$ cat src/rtl/alu_display_pkg.sv
// Shared types for the ALU result display: digit codes, segment glyphs and controller states.
package alu_display_pkg;

    typedef logic [4:0] digit_t;

    localparam digit_t DIG_BLANK = 5'd16;
    localparam digit_t DIG_H     = 5'd17;
    localparam digit_t DIG_D     = 5'd18;

    localparam logic [6:0] SEG_BLANK = 7'h7F;

    typedef enum logic [1:0] {
        ST_IDLE  = 2'd0,
        ST_SHIFT = 2'd1,
        ST_DONE  = 2'd2
    } state_t;

    // Active-low segment pattern {g,f,e,d,c,b,a} for a digit code.
    function automatic logic [6:0] glyph(input digit_t d);
        logic [6:0] s;
        case (d)
            5'd0:    s = 7'h40;
            5'd1:    s = 7'h79;
            5'd2:    s = 7'h24;
            5'd3:    s = 7'h30;
            5'd4:    s = 7'h19;
            5'd5:    s = 7'h12;
            5'd6:    s = 7'h02;
            5'd7:    s = 7'h78;
            5'd8:    s = 7'h00;
            5'd9:    s = 7'h10;
            5'd10:   s = 7'h08;
            5'd11:   s = 7'h03;
            5'd12:   s = 7'h46;
            5'd13:   s = 7'h21;
            5'd14:   s = 7'h06;
            5'd15:   s = 7'h0E;
            DIG_H:   s = 7'h09;
            DIG_D:   s = 7'h21;
            default: s = SEG_BLANK;
        endcase
        return s;
    endfunction

endpackage

$ cat src/rtl/alu_display_bin2bcd_seq.sv
// Sequential double-dabble: 8-bit binary to three BCD digits, one bit per clock.
module bin2bcd_seq (
    input  logic        clk,
    input  logic        rst_n,
    input  logic        start_i,
    input  logic [7:0]  bin_i,
    output logic        busy_o,
    output logic        done_o,
    output logic [11:0] bcd_o
);

    logic [19:0] sr_q;
    logic [19:0] adj;
    logic [2:0]  iter_q;
    logic        busy_q;

    always_comb begin
        adj = sr_q;
        for (int i = 0; i < 3; i++) begin
            if (adj[8 + 4*i +: 4] >= 4'd5) begin
                adj[8 + 4*i +: 4] = adj[8 + 4*i +: 4] + 4'd3;
            end
        end
    end

    always_ff @(posedge clk or negedge rst_n) begin
        if (!rst_n) begin
            sr_q   <= '0;
            iter_q <= '0;
            busy_q <= 1'b0;
        end else if (start_i) begin
            sr_q   <= {12'd0, bin_i};
            iter_q <= '0;
            busy_q <= 1'b1;
        end else if (busy_q) begin
            sr_q   <= {adj[18:0], 1'b0};
            iter_q <= iter_q + 3'd1;
            if (iter_q == 3'd7) begin
                busy_q <= 1'b0;
            end
        end
    end

    assign busy_o = busy_q;
    assign done_o = busy_q && (iter_q == 3'd7);
    assign bcd_o  = sr_q[19:8];

endmodule

$ cat src/rtl/alu_display.sv
// Four-digit multiplexed 7-segment display of the ALU result bus, decimal or hex,
// with the mode glyph on the leftmost digit.
module alu_display
    import alu_display_pkg::*;
#(
    parameter int REFRESH_DIV = 100000
) (
    input  logic       clk,
    input  logic       rst_n,
    input  logic [7:0] value,
    input  logic       hex_mode,
    output logic [6:0] seg,
    output logic [3:0] an,
    output logic       busy
);

    localparam int CNT_W = (REFRESH_DIV > 2) ? $clog2(REFRESH_DIV) : 1;
    localparam logic [CNT_W-1:0] CNT_LAST = CNT_W'(REFRESH_DIV - 1);

    state_t state_q, state_d;

    logic [7:0]  cap_value_q;
    logic        cap_mode_q;
    logic [7:0]  shown_value_q;
    logic        shown_mode_q;
    logic        shown_valid_q;
    digit_t      dig_q [4];

    logic [CNT_W-1:0] cnt_q;
    logic [1:0]       idx_q;
    logic [6:0]       seg_q;
    logic [3:0]       an_q;
    logic             busy_q, busy_d;

    logic        start;
    logic        commit;
    logic        conv_busy;
    logic        conv_done;
    logic [11:0] conv_bcd;

    assign start = (state_q == ST_IDLE) &&
                   (!shown_valid_q || (value != shown_value_q) || (hex_mode != shown_mode_q));

    bin2bcd_seq u_bin2bcd (
        .clk     (clk),
        .rst_n   (rst_n),
        .start_i (start && !hex_mode),
        .bin_i   (value),
        .busy_o  (conv_busy),
        .done_o  (conv_done),
        .bcd_o   (conv_bcd)
    );

    always_ff @(posedge clk or negedge rst_n) begin
        if (!rst_n) begin
            state_q <= ST_IDLE;
        end else begin
            state_q <= state_d;
        end
    end

    always_comb begin
        state_d = state_q;
        case (state_q)
            ST_IDLE:  if (start) state_d = hex_mode ? ST_DONE : ST_SHIFT;
            // Leaving on !conv_busy too keeps a desynchronised converter from hanging SHIFT.
            ST_SHIFT: if (conv_done || !conv_busy) state_d = ST_DONE;
            ST_DONE:  state_d = ST_IDLE;
            default:  state_d = ST_IDLE;
        endcase
    end

    always_comb begin
        busy_d = (state_d != ST_IDLE);
        commit = (state_q == ST_DONE);
    end

    always_ff @(posedge clk or negedge rst_n) begin
        if (!rst_n) begin
            cap_value_q   <= '0;
            cap_mode_q    <= 1'b0;
            shown_value_q <= '0;
            shown_mode_q  <= 1'b0;
            shown_valid_q <= 1'b0;
            busy_q        <= 1'b0;
            for (int i = 0; i < 4; i++) begin
                dig_q[i] <= DIG_BLANK;
            end
        end else begin
            busy_q <= busy_d;
            if (start) begin
                cap_value_q <= value;
                cap_mode_q  <= hex_mode;
            end
            if (commit) begin
                shown_value_q <= cap_value_q;
                shown_mode_q  <= cap_mode_q;
                shown_valid_q <= 1'b1;
                if (cap_mode_q) begin
                    dig_q[0] <= {1'b0, cap_value_q[3:0]};
                    dig_q[1] <= {1'b0, cap_value_q[7:4]};
                    dig_q[2] <= DIG_BLANK;
                    dig_q[3] <= DIG_H;
                end else begin
                    dig_q[0] <= {1'b0, conv_bcd[3:0]};
                    dig_q[1] <= (conv_bcd[11:4] == 8'd0) ? DIG_BLANK : {1'b0, conv_bcd[7:4]};
                    dig_q[2] <= (conv_bcd[11:8] == 4'd0) ? DIG_BLANK : {1'b0, conv_bcd[11:8]};
                    dig_q[3] <= DIG_D;
                end
            end
        end
    end

    // Scan runs freely; segment and anode registers follow the index one cycle later, together.
    always_ff @(posedge clk or negedge rst_n) begin
        if (!rst_n) begin
            cnt_q <= '0;
            idx_q <= '0;
            seg_q <= SEG_BLANK;
            an_q  <= 4'hF;
        end else begin
            if (cnt_q == CNT_LAST) begin
                cnt_q <= '0;
                idx_q <= idx_q + 2'd1;
            end else begin
                cnt_q <= cnt_q + CNT_W'(1);
            end
            seg_q <= glyph(dig_q[idx_q]);
            an_q  <= ~(4'b0001 << idx_q);
        end
    end

    assign seg  = seg_q;
    assign an   = an_q;
    assign busy = busy_q;

endmodule

$ cat config.mk
export PLATFORM = sky130hd
export DESIGN_NAME = alu_display
export DESIGN_NICKNAME = d
export VERILOG_FILES = /design/src/rtl/alu_display_pkg.sv /design/src/rtl/alu_display_bin2bcd_seq.sv /design/src/rtl/alu_display.sv
export SDC_FILE = /design/constraint.sdc
export NUM_CORES = 1
export LEC_CHECK = 0
export CAP_MARGIN = 20
export CORE_ASPECT_RATIO = 0.9
export CORE_UTILIZATION = 25
export CTS_BUF_LIST = sky130_fd_sc_hd__clkbuf_8
export CTS_CLUSTER_DIAMETER = 40
export DETAILED_ROUTE_END_ITERATION = 8
export SYNTH_ARGS = -nofsm -noshare
export SYNTH_HDL_FRONTEND = slang
export SYNTH_SLANG_ARGS = --single-unit
$ cat constraint.sdc
create_clock -name clk -period 2.05 [get_ports clk]
set_input_delay 0.41 -clock clk [delete_from_list [all_inputs] [get_ports clk]]
set_output_delay 0.41 -clock clk [all_outputs]
set_load 0.005 [all_outputs]
**Word level (Yosys, flattened, before mapping)**

Memories as Yosys holds them, arrays and structs flattened. A register that Yosys moved wholly into a read port is not among the register bits.
Index checks and enable logic that the tools add are counted.
Widths: inputs -> output; s select.

- Add/sub/neg operators: 6
- Order comparisons: 4
- Equality and inequality tests: 6
- Shift operators: 1
- Multiplexer cells: 21
- Bitwise gates (word level): 2
- Reduce and logical (&&, ||, !) cells: 15

Operators with widths:

| kind | count |
|---|---|
| $mux 20 | 2 |
| $mux 5 | 4 |
| $mux 19 | 1 |
| $add 17x1->17 const B | 1 |
| $eq 17x17->1 const B | 1 |
| $mux 17 | 1 |
| $ge 4x3->1 const B | 3 |
| $bmux 5 s2 | 1 |
| $mux 3 | 3 |
| $add 4x2->4 const B | 2 |
| $logic_not 8->1 | 1 |
| $mux 4 | 2 |
| $ne 8x8->1 | 1 |
| $mux 2 | 3 |
| $logic_not 1->1 | 4 |
| $logic_not 4->1 | 1 |
| $not 4->4 | 1 |
| $pmux 2 s2 | 1 |
| $reduce_bool 2->1 | 2 |
| $shl 1x2->4 const A | 1 |
| $add 3x1->3 const B | 1 |
| $add 3x2->3 const B | 1 |
| $eq 3x3->1 const B | 1 |
| $ge 3x3->1 const B | 1 |
| other kinds (9) | 15 |

- Bits in registers: 89
- Memory bits (read-only): 224
- Bits of input ports: 11
- Output and inout bits: 12
- Word-level logic and storage cells: 73
- Memories: 1

Memories:

| name | words | width | rd ports | clocked after memory_dff | wr ports | RTL line | text |
|---|---|---|---|---|---|---|---|
| (no name shown) | 32 | 7 | 1 | 1 | 0 | alu_display_pkg.sv:21 | `case (d)` |

**Longest topological paths before layout**

- Depth after elaboration: 7
- Mapped depth: 8
- Gate-level depth less buffers: 7

**Cells and area by module**

From an unflattened synthesis, not the netlist that was laid out.

- Cell total of the unflattened synthesis: 442
- Area, all modules: 4600.7 um^2

By module, submodules not included:

| module | instances | cells an instance | area an instance (um^2) | sequential area each (um^2) |
|---|---|---|---|---|
| alu_display | 1 | 310 | 3278.1 | 1719.1 |
| bin2bcd_seq | 1 | 132 | 1322.5 | 600.6 |

**Least setup slack after synthesis**

OpenSTA, ideal clock, no wires.

- Path kind: reg2reg
- From: reg idx_q[0]
- To: reg seg_q[6] (netlist: seg[6])
- Library setup time: 0.084 ns
- Arrival: 1.922 ns
- Data required time: 1.966 ns
- Path slack: 0.044 ns
- Cell stages (with the launch flop): 7
- Buffers on the path: 1
- Period minus slack after synthesis: 2.006 ns
- Path through: dfrtp_1 buf_2 mux4_2 ha_1 mux2_2 a221oi_1 nor2_1

- Word-level cells in the longest chain between the ends: 4

RTL lines:

| element | RTL line | text |
|---|---|---|
| start, declared | alu_display.sv:30 | `logic [1:0] idx_q;` |
| start signal, assigned | alu_display.sv:124 | `idx_q <= idx_q + 2'd1;` |
| $not 2->3 (implied by the code) | alu_display.sv:128 | `seg_q <= glyph(dig_q[idx_q]);` |
| $bmux 5 s2 | alu_display.sv:128 |  |
| $mux 5 (implied by the code) (2 in series) | alu_display.sv:128 |  |
| end, declared | alu_display.sv:31 | `logic [6:0] seg_q;` |

Every way passes these cells. The select of a mux whose other input is x is not followed.
A chain may end at the register's enable or synchronous reset.

**Worst setup path after layout**

- From: reg idx_q[0]
- To: reg seg_q[3] (netlist: seg[3])

The elaborated chain is that of the path after synthesis.

==> impl_metrics.ini <==
[outcome]
status = completed

[cts]
path_clk_slew_ns = 0.09
htreeDepth = 3
cts_tree = yes
cts_made_buffers = 9
cts-root-buf = clkbuf_8
cts_sinks = 92
clkLatencyLatePin_ns = 0.37
clockBufferDepth = 2

[layout]
insertedDiodeCount = 0
final_cell_mix = dfrtp_1, nor2_1, nand2_1
fillers = 1868
drive_above_1_share_pct = 19.2
design_area_um2 = 5380
syn_to_final_growth_pct = 18.0
fin_nets = 488
final_common_cell = dfrtp_1

[job]
drv_cap = 0

[place]
port_buffers = 22
placed_area_um2 = 5180
place_congestion = 0.755
hpwl_mm = 6.63
dp_worst_setup_slack_ns = -0.331

[yosys]
synth_cells = 417
yosysSeqAreaShare_pct = 50.9
synth-main-ff-cell = dfrtp_1
synth_area_per_cell_um2 = 10.9
syn_area_um2 = 4560
synth_edf_count = 0
synthArstFlopShare_pct = 100
synth_cell_type_count = 50
synth_seq_cells = 92
ys_warn_count = 0
syn_nets = 447

[sta]
timing.final.crit_share_pct = 99.1
final-max-slew-violation-count = 0
relSlewSlack_pct = 56.9
final-hold-violation-count = 0
setup_viol = 0
min_period_ns = 2.03
finClkSkew_ns = 0.0194
max_freq_ghz = 0.492
hold-worst-slack_ns = 0.462
max_slew.worst_pin.slew_ns = 0.647
rsz0062_at_grt = yes
fin_ws_ns = 0.0192

[power_and_ir_drop]
ir_drop_mv = 0.408
p_seq_share_pct = 43.7
cellLeakagePower_nw = 2.40
p_switching_w = 0.00249
p_int_w = 0.00436
total_power_w = 0.00685
pwr-share-comb_pct = 39.6
p_clk_share_pct = 16.7
swShare_pct = 36.4
cellPowerDensity_nw_per_um2 = 1270

[die]
num_rows = 46
io_pins = 23
core_um2 = 17700
die_h_um = 130
initial_core_util_pct = 25.7
die_w_um = 144
die_area_um2 = 18800

[routing]
dr.pass1.iters = 4
dr_total_vias = 3114
vias_per_cell = 4.43
ant_nets = 0
route.detailed.wl_per_inst_um = 12.9
drt_iter0_drc = 144
wl_mm = 9.07
drc = 0

[global_routing]
grt_pass1_wl_mm = 15.2
grt_pass1_vias = 3086
grt_max_degree = 47
overflow = 0
grtUsageTotal_pct = 10.5
antenna_found_initial = 0

[critical_path]
worstSetupPathType = flip-flop to flip-flop
max_stage_delay_ns = 0.59
crit_buf_inv = 1
r2r_slack_ns = 0.02
worstPathMaxFanout = 6
critPathTopFamily = multiplexers
crit_path_cell_trace = mux4_2, inv_2, ha_1, mux2i_1, o22ai_1, a31oi_1
start_kind = flip-flop
reg2reg_to = seg[3]$_DFF_PN1_
r2r_start = idx_q[0]$_DFFE_PN0N_
setup.worst_path.end_class = flip-flop
ff2ff_path_depth = 6
cp.arrival_ns = 2.32
critPathSlowestCell = mux4_2
critPathRequiredTime_ns = 2.34

[min_path]
min_from = shown_valid_q$_DFFE_PN0N_
holdPathEnd = shown_valid_q$_DFFE_PN0N_
hold-path-cell-count = 1
holdCritPathClass = flip-flop to flip-flop
area by class of cell:
type	instances	area, um^2	share of cell area, %
flip-flops and latches	92	2320	43.1
multi-input cells	286	2070	38.5
repair buffers	48	428	7.96
well taps	240	300	5.58
clock buffers	11	151	2.81
inverters	21	78.8	1.47
clock inverters	5	28.8	0.535
Yosys cell counts (all sizes together), types with 2 or more instances:
cell,n,area share [%]
a31oi,2,0.27
xnor2,16,3.1
nor2,37,3.0
a211oi,3,0.49
nand3b,3,0.49
o21ai,29,3.3
nor3,4,0.44
nand4,6,0.82
dfstp,14,8.1
a22oi,3,0.49
nand2,37,3.1
nor3b,3,0.49
or4b,2,0.60
xor2,13,2.5
mux2i,29,6.4
and2,2,0.27
mux2,21,5.3
nor4,4,0.88
ha,19,5.2
buf,10,1.4
nand2b,10,1.4
nand3,9,0.99
a21oi,12,1.3
o22ai,5,0.69
clkbuf,8,0.66
inv,21,1.7
mux4,2,0.99
dfrtp,78,43
a22o,2,0.38
power groups by stage:
stage / logic [W] / clock network (W) / registers [W]
final: 0.00271 / 0.00114 / 0.00300
after floorplan: 0.00203 / 0 / 0.00282
after detailed placement: 0.00270 / 0 / 0.00305
after global routing: 0.00305 / 0.00125 / 0.00308
after CTS: 0.00272 / 0.00120 / 0.00301
after global placement: 0.00258 / 0 / 0.00300
routing by layer:
| layer | track usage (%) | vias to the layer above | wire length [um] |
|---|---|---|---|
| met1 | 14.0 | 1527 | 4340 |
| met4 | 4.33 | 0 | 155 |
| met5 | 0 | - | 0 |
| met2 | 16.3 | 61 | 4200 |
| li1 | - | 1514 | - |
| met3 | 2.68 | 12 | 381 |
state kept, by name (all words and copies together) (netlist names), 3 cells and up:
signal and flops:
u_bin2bcd.sr_q 20, an 4, shown_value_q 8, cnt_q 17, cap_value_q 8, seg 7, u_bin2bcd.iter_q 3, dig_q 17
cells by family after synthesis:
| kind of cell | synth area share, % |
|---|---|
| xor gates and xnor gates | 5.57 |
| adders and majority gates | 5.22 |
| and+or+nand+nor | 13.4 |
| DFF | 50.9 |
| muxes | 12.6 |
| AOI/OAI and AO/OA | 8.48 |
| buffers and inverters | 3.82 |
through the flow:
stage	setup TNS (ns)	utilization [%]	instances
after floorplan	0	-	417
after global placement	-4.61	29.2	685
after detailed placement	-4.90	29.2	685
after CTS	0	30.3	702
after global routing	-0.0515	30.3	703
final	0	30.3	703
how the worst max path moves through the flow:
| stage | start | end | slack [ns] | depth (start not counted) |
|---|---|---|---|---|
| after floorplan | idx_q[0]$_DFFE_PN0N_ | seg[6]$_DFF_PN1_ | 0.04 | 6 |
| after global placement | value[0] | cap_value_q[7]$_DFFE_PN0N_ | -0.34 | 8 |
| after detailed placement | value[0] | cap_value_q[5]$_DFFE_PN0N_ | -0.33 | 8 |
| after CTS | idx_q[0]$_DFFE_PN0N_ | seg[3]$_DFF_PN1_ | 0.02 | 6 |
| after global routing | idx_q[0]$_DFFE_PN0N_ | seg[3]$_DFF_PN1_ | -0.04 | 6 |
| final | idx_q[0]$_DFFE_PN0N_ | seg[3]$_DFF_PN1_ | 0.02 | 6 |
repair_timing:
item	in CTS	in global routing
hold buffers	1	0
buffers inserted	0	1
hold endpoints to repair	13	0
gates resized for setup	1	2
setup endpoints to repair	1	5
Note: power is estimated with default switching activity, not from simulation.
